### config.mk
export PLATFORM = sky130hd
export DESIGN_NAME = ram1p1rwbe_clr
export DESIGN_NICKNAME = d
export VERILOG_FILES = /design/src/rtl/ram1p1rwbe_clr_pkg.sv /design/src/rtl/ram_clear_seq.sv /design/src/rtl/ram1p1rwbe_clr.sv
export SDC_FILE = /design/constraint.sdc
export NUM_CORES = 2
export LEC_CHECK = 0
export BUFFER_PORTS_ARGS = -buffer_cell sky130_fd_sc_hd__buf_2
export CORE_ASPECT_RATIO = 0.9
export CORE_MARGIN = 1
export CORE_UTILIZATION = 30
export CTS_BUF_LIST = sky130_fd_sc_hd__clkbuf_16
export CTS_CLUSTER_DIAMETER = 200
export DETAILED_ROUTE_END_ITERATION = 12
export GPL_ROUTABILITY_DRIVEN = 0
export PLACE_DENSITY = 0.49
export SLEW_MARGIN = 30
export SYNTH_ARGS = -nofsm -noshare
export SYNTH_HDL_FRONTEND = slang
export SYNTH_HIERARCHICAL = 1
export SYNTH_SLANG_ARGS = --single-unit
export TNS_END_PERCENT = 30
### constraint.sdc
create_clock -name clk -period 7.7 [get_ports clk]
set_clock_uncertainty 0.15 [all_clocks]
set_input_delay 0 -clock clk [delete_from_list [all_inputs] [get_ports clk]]
set_output_delay 0 -clock clk [all_outputs]
set_load 0.05 [all_outputs]
### src/rtl/ram1p1rwbe_clr_pkg.sv
// ram1p1rwbe_clr_pkg: shared types for the byte-enable RAM and its zero-fill sequencer
package ram1p1rwbe_clr_pkg;

    typedef enum logic {
        ST_IDLE  = 1'b0,
        ST_CLEAR = 1'b1
    } clr_state_e;

endpackage

### src/rtl/ram_clear_seq.sv
// ram_clear_seq: zero-fill sequencer walking every RAM address once per clear
module ram_clear_seq
    import ram1p1rwbe_clr_pkg::*;
#(
    parameter int DEPTH          = 64,
    parameter int CLEAR_ON_RESET = 1
) (
    input  logic                     clk,
    input  logic                     reset_n,
    input  logic                     clear,
    output logic                     busy,
    output logic [$clog2(DEPTH)-1:0] waddr,
    output logic                     wen
);

    localparam int AW = $clog2(DEPTH);
    localparam logic [AW-1:0] LAST = AW'(DEPTH - 1);

    clr_state_e    state_q, state_d;
    logic [AW-1:0] cnt_q, cnt_d;

    // next state: the end test is an explicit compare with the last address, never the wrap
    always_comb begin
        state_d = state_q;
        cnt_d   = cnt_q;
        if (state_q == ST_IDLE) begin
            if (clear) begin
                state_d = ST_CLEAR;
                cnt_d   = '0;
            end
        end else begin
            cnt_d = cnt_q + 1'b1;
            if (cnt_q == LAST) begin
                state_d = ST_IDLE;
                cnt_d   = '0;
            end
        end
        busy  = (state_q == ST_CLEAR);
        wen   = busy;
        waddr = cnt_q;
    end

    // state register; a reset mid-fill restarts it from address 0 or abandons it
    always_ff @(posedge clk or negedge reset_n) begin
        if (!reset_n) begin
            state_q <= (CLEAR_ON_RESET != 0) ? ST_CLEAR : ST_IDLE;
            cnt_q   <= '0;
        end else begin
            state_q <= state_d;
            cnt_q   <= cnt_d;
        end
    end

endmodule

### src/rtl/ram1p1rwbe_clr.sv
// ram1p1rwbe_clr: single-port byte-write-enable RAM with zero-fill, collision mode and optional output register
module ram1p1rwbe_clr
    import ram1p1rwbe_clr_pkg::*;
#(
    parameter int DEPTH          = 64,
    parameter int WIDTH          = 44,
    parameter int OUTREG         = 0,
    parameter int WRITE_FIRST    = 0,
    parameter int CLEAR_ON_RESET = 1
) (
    input  logic                     clk,
    input  logic                     reset_n,
    input  logic                     ce,
    input  logic [$clog2(DEPTH)-1:0] addr,
    input  logic [WIDTH-1:0]         din,
    input  logic                     we,
    input  logic [(WIDTH-1)/8:0]     bwe,
    input  logic                     clear,
    output logic                     busy,
    output logic [WIDTH-1:0]         dout,
    output logic                     dvalid
);

    localparam int AW    = $clog2(DEPTH);
    localparam int LANES = (WIDTH - 1) / 8 + 1;
    localparam int MSBW  = WIDTH % 8;

    logic [WIDTH-1:0] mem_q [DEPTH];
    logic [WIDTH-1:0] mask, old_word, merged, wdata_d, rd1_d, rd1_q;
    logic [AW-1:0]    waddr_d, seq_addr;
    logic             wen_d, seq_wen, seq_busy, acc, v1_d, v1_q;

    // expand lane enables to a bit mask; the top lane is narrower when WIDTH is not a byte multiple
    for (genvar l = 0; l < LANES; l++) begin : g_lane
        localparam int LW = (l == LANES - 1 && MSBW != 0) ? MSBW : 8;
        assign mask[l*8 +: LW] = {LW{bwe[l]}};
    end

    ram_clear_seq #(
        .DEPTH          (DEPTH),
        .CLEAR_ON_RESET (CLEAR_ON_RESET)
    ) u_seq (
        .clk     (clk),
        .reset_n (reset_n),
        .clear   (clear),
        .busy    (seq_busy),
        .waddr   (seq_addr),
        .wen     (seq_wen)
    );

    assign busy = seq_busy;

    // port/sequencer mux: the sequencer owns the array while busy, port accesses are dropped
    always_comb begin
        acc      = ce & ~seq_busy;
        old_word = mem_q[addr];
        merged   = (old_word & ~mask) | (din & mask);
        wen_d    = seq_wen | (acc & we);
        waddr_d  = seq_wen ? seq_addr : addr;
        wdata_d  = seq_wen ? '0 : merged;
        rd1_d    = acc ? ((WRITE_FIRST != 0 && we) ? merged : old_word) : rd1_q;
        v1_d     = acc;
    end

    // array storage, deliberately not touched by reset_n
    always_ff @(posedge clk) begin
        if (wen_d) mem_q[waddr_d] <= wdata_d;
    end

    // first read stage: data holds when idle, only the valid drops
    always_ff @(posedge clk or negedge reset_n) begin
        if (!reset_n) begin
            rd1_q <= '0;
            v1_q  <= 1'b0;
        end else begin
            rd1_q <= rd1_d;
            v1_q  <= v1_d;
        end
    end

    if (OUTREG != 0) begin : g_outreg
        logic [WIDTH-1:0] rd2_q, rd2_d;
        logic             v2_q;

        assign rd2_d = v1_q ? rd1_q : rd2_q;

        // optional second stage adds one cycle of read latency
        always_ff @(posedge clk or negedge reset_n) begin
            if (!reset_n) begin
                rd2_q <= '0;
                v2_q  <= 1'b0;
            end else begin
                rd2_q <= rd2_d;
                v2_q  <= v1_q;
            end
        end

        assign dout   = rd2_q;
        assign dvalid = v2_q;
    end else begin : g_direct
        assign dout   = rd1_q;
        assign dvalid = v1_q;
    end

endmodule

==> impl_metrics.py <==
metrics = {
    "job": {
        "max_cap_violations": 0,
    },
    "sta": {
        "maxSlewViolCount": 0,
        "finalSetupTns_ns": 0,
        "hold_ws_ns": 0.03283,
        "relative_slew_margins_pct": 24.03,
        "final_worst_path_period_share_pct": 62.71,
        "grt_setup_unrepaired": "false",
        "count_of_endpoints_failing_hold_in_the_final_timing_report": 0,
        "worst_slew_pin_tran_ns": 1.129,
        "final.setup.worst_slack_ns": 2.872,
        "highest_achievable_clock_rate_ghz": 0.2071,
        "finalWorstPathRequiredPeriod_ns": 4.828,
        "setup_viol": 0,
    },
    "synthesis": {
        "synth_async_sr_flop_share_pct": 1.813,
        "syn_nets": 6324,
        "yosysUniqueCellTypes": 65,
        "synth-warning-count": 6,
        "synth_cells": 6262,
        "synth_area_um2": 111400,
        "ys_seq_area_share_pct": 77.08,
        "post-synth-top-area-fraction_pct": 75.91,
        "edff_count_synth": 2816,
        "synth.avg_cell_area_um2": 17.79,
        "ys_dominant_reg_cell": "edfxtp_1",
        "synth_area_leader_cell": "edfxtp_1",
        "synth-seq-cells": 2868,
        "ys_top_cells_by_area": "edfxtp_1 (76%), mux2i_1 (11%), mux4_2 (1.4%)",
    },
    "detailed_routing": {
        "drc_errors": 0,
        "detailedRoute.firstIterationViolations": 7053,
        "via_count": 61410,
        "ant_nets": 0,
        "drt-vias-per-instance": 5.221,
        "detail_route.wirelength_um": 365500,
        "drtPass1Iterations": 5,
        "detail_route.wl_per_cell_um": 31.07,
    },
    "cells_and_area": {
        "fin_util_pct": 35.46,
        "final_layout_size_suffix_gt1_share_pct": 14.19,
        "syn_to_final_growth_pct": 17.22,
        "fin_nets": 6672,
        "final_area_um2": 130600,
    },
    "floorplan": {
        "core-area_um2": 368300,
        "die_h_um": 580.1,
        "design.die.area_um2": 373800,
        "die_x_um": 644.3,
        "starting_density_of_the_core_pct": 30.25,
        "standard_cell_rows": 211,
        "floorplan.io_pins": 107,
    },
    "critical_path": {
        "worstPathRequired_ns": 8.01,
        "worstSetupStartpointType": "register",
        "timing.critical_path.to_type": "register",
        "cp_data_arrival_time_ns": 5.14,
        "critical_path_peak_fanout": 35,
        "worst-setup-path-type": "register to register",
    },
    "global_route": {
        "antenna_found_initial": 38,
        "number_of_global_route_vias_before_repair": 59060,
        "global_route.overflow_total": 0,
        "grt_start_max_net_pins": 118,
        "grt_first_pass_wirelength_um": 496900,
        "grt_usage_pct": 18.95,
    },
    "hold_path": {
        "min-delay-path-class": "input port to register",
    },
    "place": {
        "placedInstanceArea_um2": 120400,
        "place.detailed.hpwl_um": 217800,
        "post-place-ws_ns": 2.822,
        "port_buffers": 106,
    },
    "power_and_ir_drop": {
        "p_leak_nw": 44.79,
        "powerDensity_nw_per_um2": 275.9,
        "vdd.ir_drop.worst_uv": 175.9,
    },
    "clock_tree": {
        "cts.root.buffer_cell": "clkbuf_16",
        "cts.repair.resized": 0,
        "post_cts_hold_fix_bufs": 53,
        "max-clock-path-buffers": 4,
        "tritoncts_num_sinks": 2868,
        "clk_pin_slew_worst_paths_ns": 0.06,
        "numCtsBuffers": 304,
        "post-cts-setup-buffers": 0,
        "cts_tree": "yes",
        "htree_levels": 5,
        "worst_skew_pair.late_latency_ns": 0.89,
    },
    "outcome": {
        "outcome": "finished clean",
    },
}
[kinds of logic (layout without fill, tap and decap cells)]
group	after synthesis	count (layout)	share of synthesized area, %
DFF	2868	2868	77.08
muxes	1355	1355	12.94
and+or+nand+nor	962	962	4.153
AOI/OAI and AO/OA	712	712	4.229
buffers and inverters	363	946	1.586
adders and majority gates	1	1	0.01123
xor gates and xnor gates	1	1	0.007863
other	0	18	0
[cells in the final DEF, fill, tap and decap left out, types with 52 or more instances in the layout]
cell type	count
a21oi_1	156
a22oi_1	170
o22ai_1	233
dlygate4sd3_1	52
mux4_2	67
clkbuf_16	312
and4_1	76
inv_1	65
nand2_1	260
clkinv_1	78
nor2_4	65
nor2_1	242
nor4_1	70
edfxtp_1	2816
mux2i_1	1279
buf_2	101
nand3_1	164
buf_4	157
[Yosys cell counts, drive strengths merged, types with 3 or more instances]
library cell and count:
inv 6, edfxtp 2816, a22oi 170, nor4 76, nand4bb 3, a32o 3
or2 6, buf 226, a211oi 7, nand4 4, mux4 67, a221oi 3
nand3 164, and4 76, nand2 260, o31ai 78, mux2 9, a22o 12
clkbuf 130, a2bb2oi 3, nand3b 8, o221ai 3, dfrtp 51, nor2b 20
a21oi 156, and2 9, nand4b 4, nor3 9, o21ai 13, a31oi 5
o22ai 233, a31o 4, nand2b 8, mux2i 1279, nor2 308, o41ai 5
[power breakdown]
part / switching (mW) / internal (mW)
logic: 2.65 / 0.853
clock network: 6.07 / 8.08
registers: 0.303 / 18.1
[per-stage QoR]
| step | cells | total power [mW] |
|---|---|---|
| final | 11760 | 36.03 |
| after global routing | 11740 | 36.98 |
| after CTS | 11740 | 36.26 |
| after detailed placement | 11150 | 22.18 |
| after global placement | 11100 | 22.05 |
| after floorplan | 6262 | 20.39 |
[worst max-delay path, stage by stage, from the launching register on]
cell     delay, ns
dfstp_2       0.77
buf_4         0.51
mux2i_1       0.45
nand3_1       0.63
nor2_4        1.02
buf_4         0.74
[cell type report]
class,instances,area [um^2]
Antenna cell,18,45.04
Sequential cell,2868,85860
Fill cell,34380,237700
Clock buffer,312,7807
Multi-Input combinational cell,3031,24960
Inverter,7,26.28
Tap cell,4899,6130
Timing Repair Buffer,398,4070
Clock inverter,229,1682
[flip-flops by register name (all words and copies together) (netlist names)]
signal,flops
dout,44
dvalid,1
mem_q,2816
u_seq/busy,1
u_seq/waddr,6
[final timing paths]
check / from / to / slack, ns / cells past startpoint
min: din[41] / mem_q[17][41] / 0.03 / 4
min reg2reg: dout[20] / dout[20] / 0.34 / 2
max: u_seq/busy / mem_q[10][0] / 2.87 / 5
max in group asynchronous: reset_n / dout[5] / 6.40 / 4
min in group asynchronous: reset_n / dout[40] / 0.08 / 4
max reg2reg: u_seq/busy / mem_q[10][0] / 2.87 / 5
[per-layer routing]
layer / global-route usage, % / wire length [um]
met1: 27.43 / 163200
met2: 28.82 / 162200
met3: 4.013 / 29880
met4: 4.888 / 10150
met5: 0 / 46
Power figures use the tool's default switching activity.
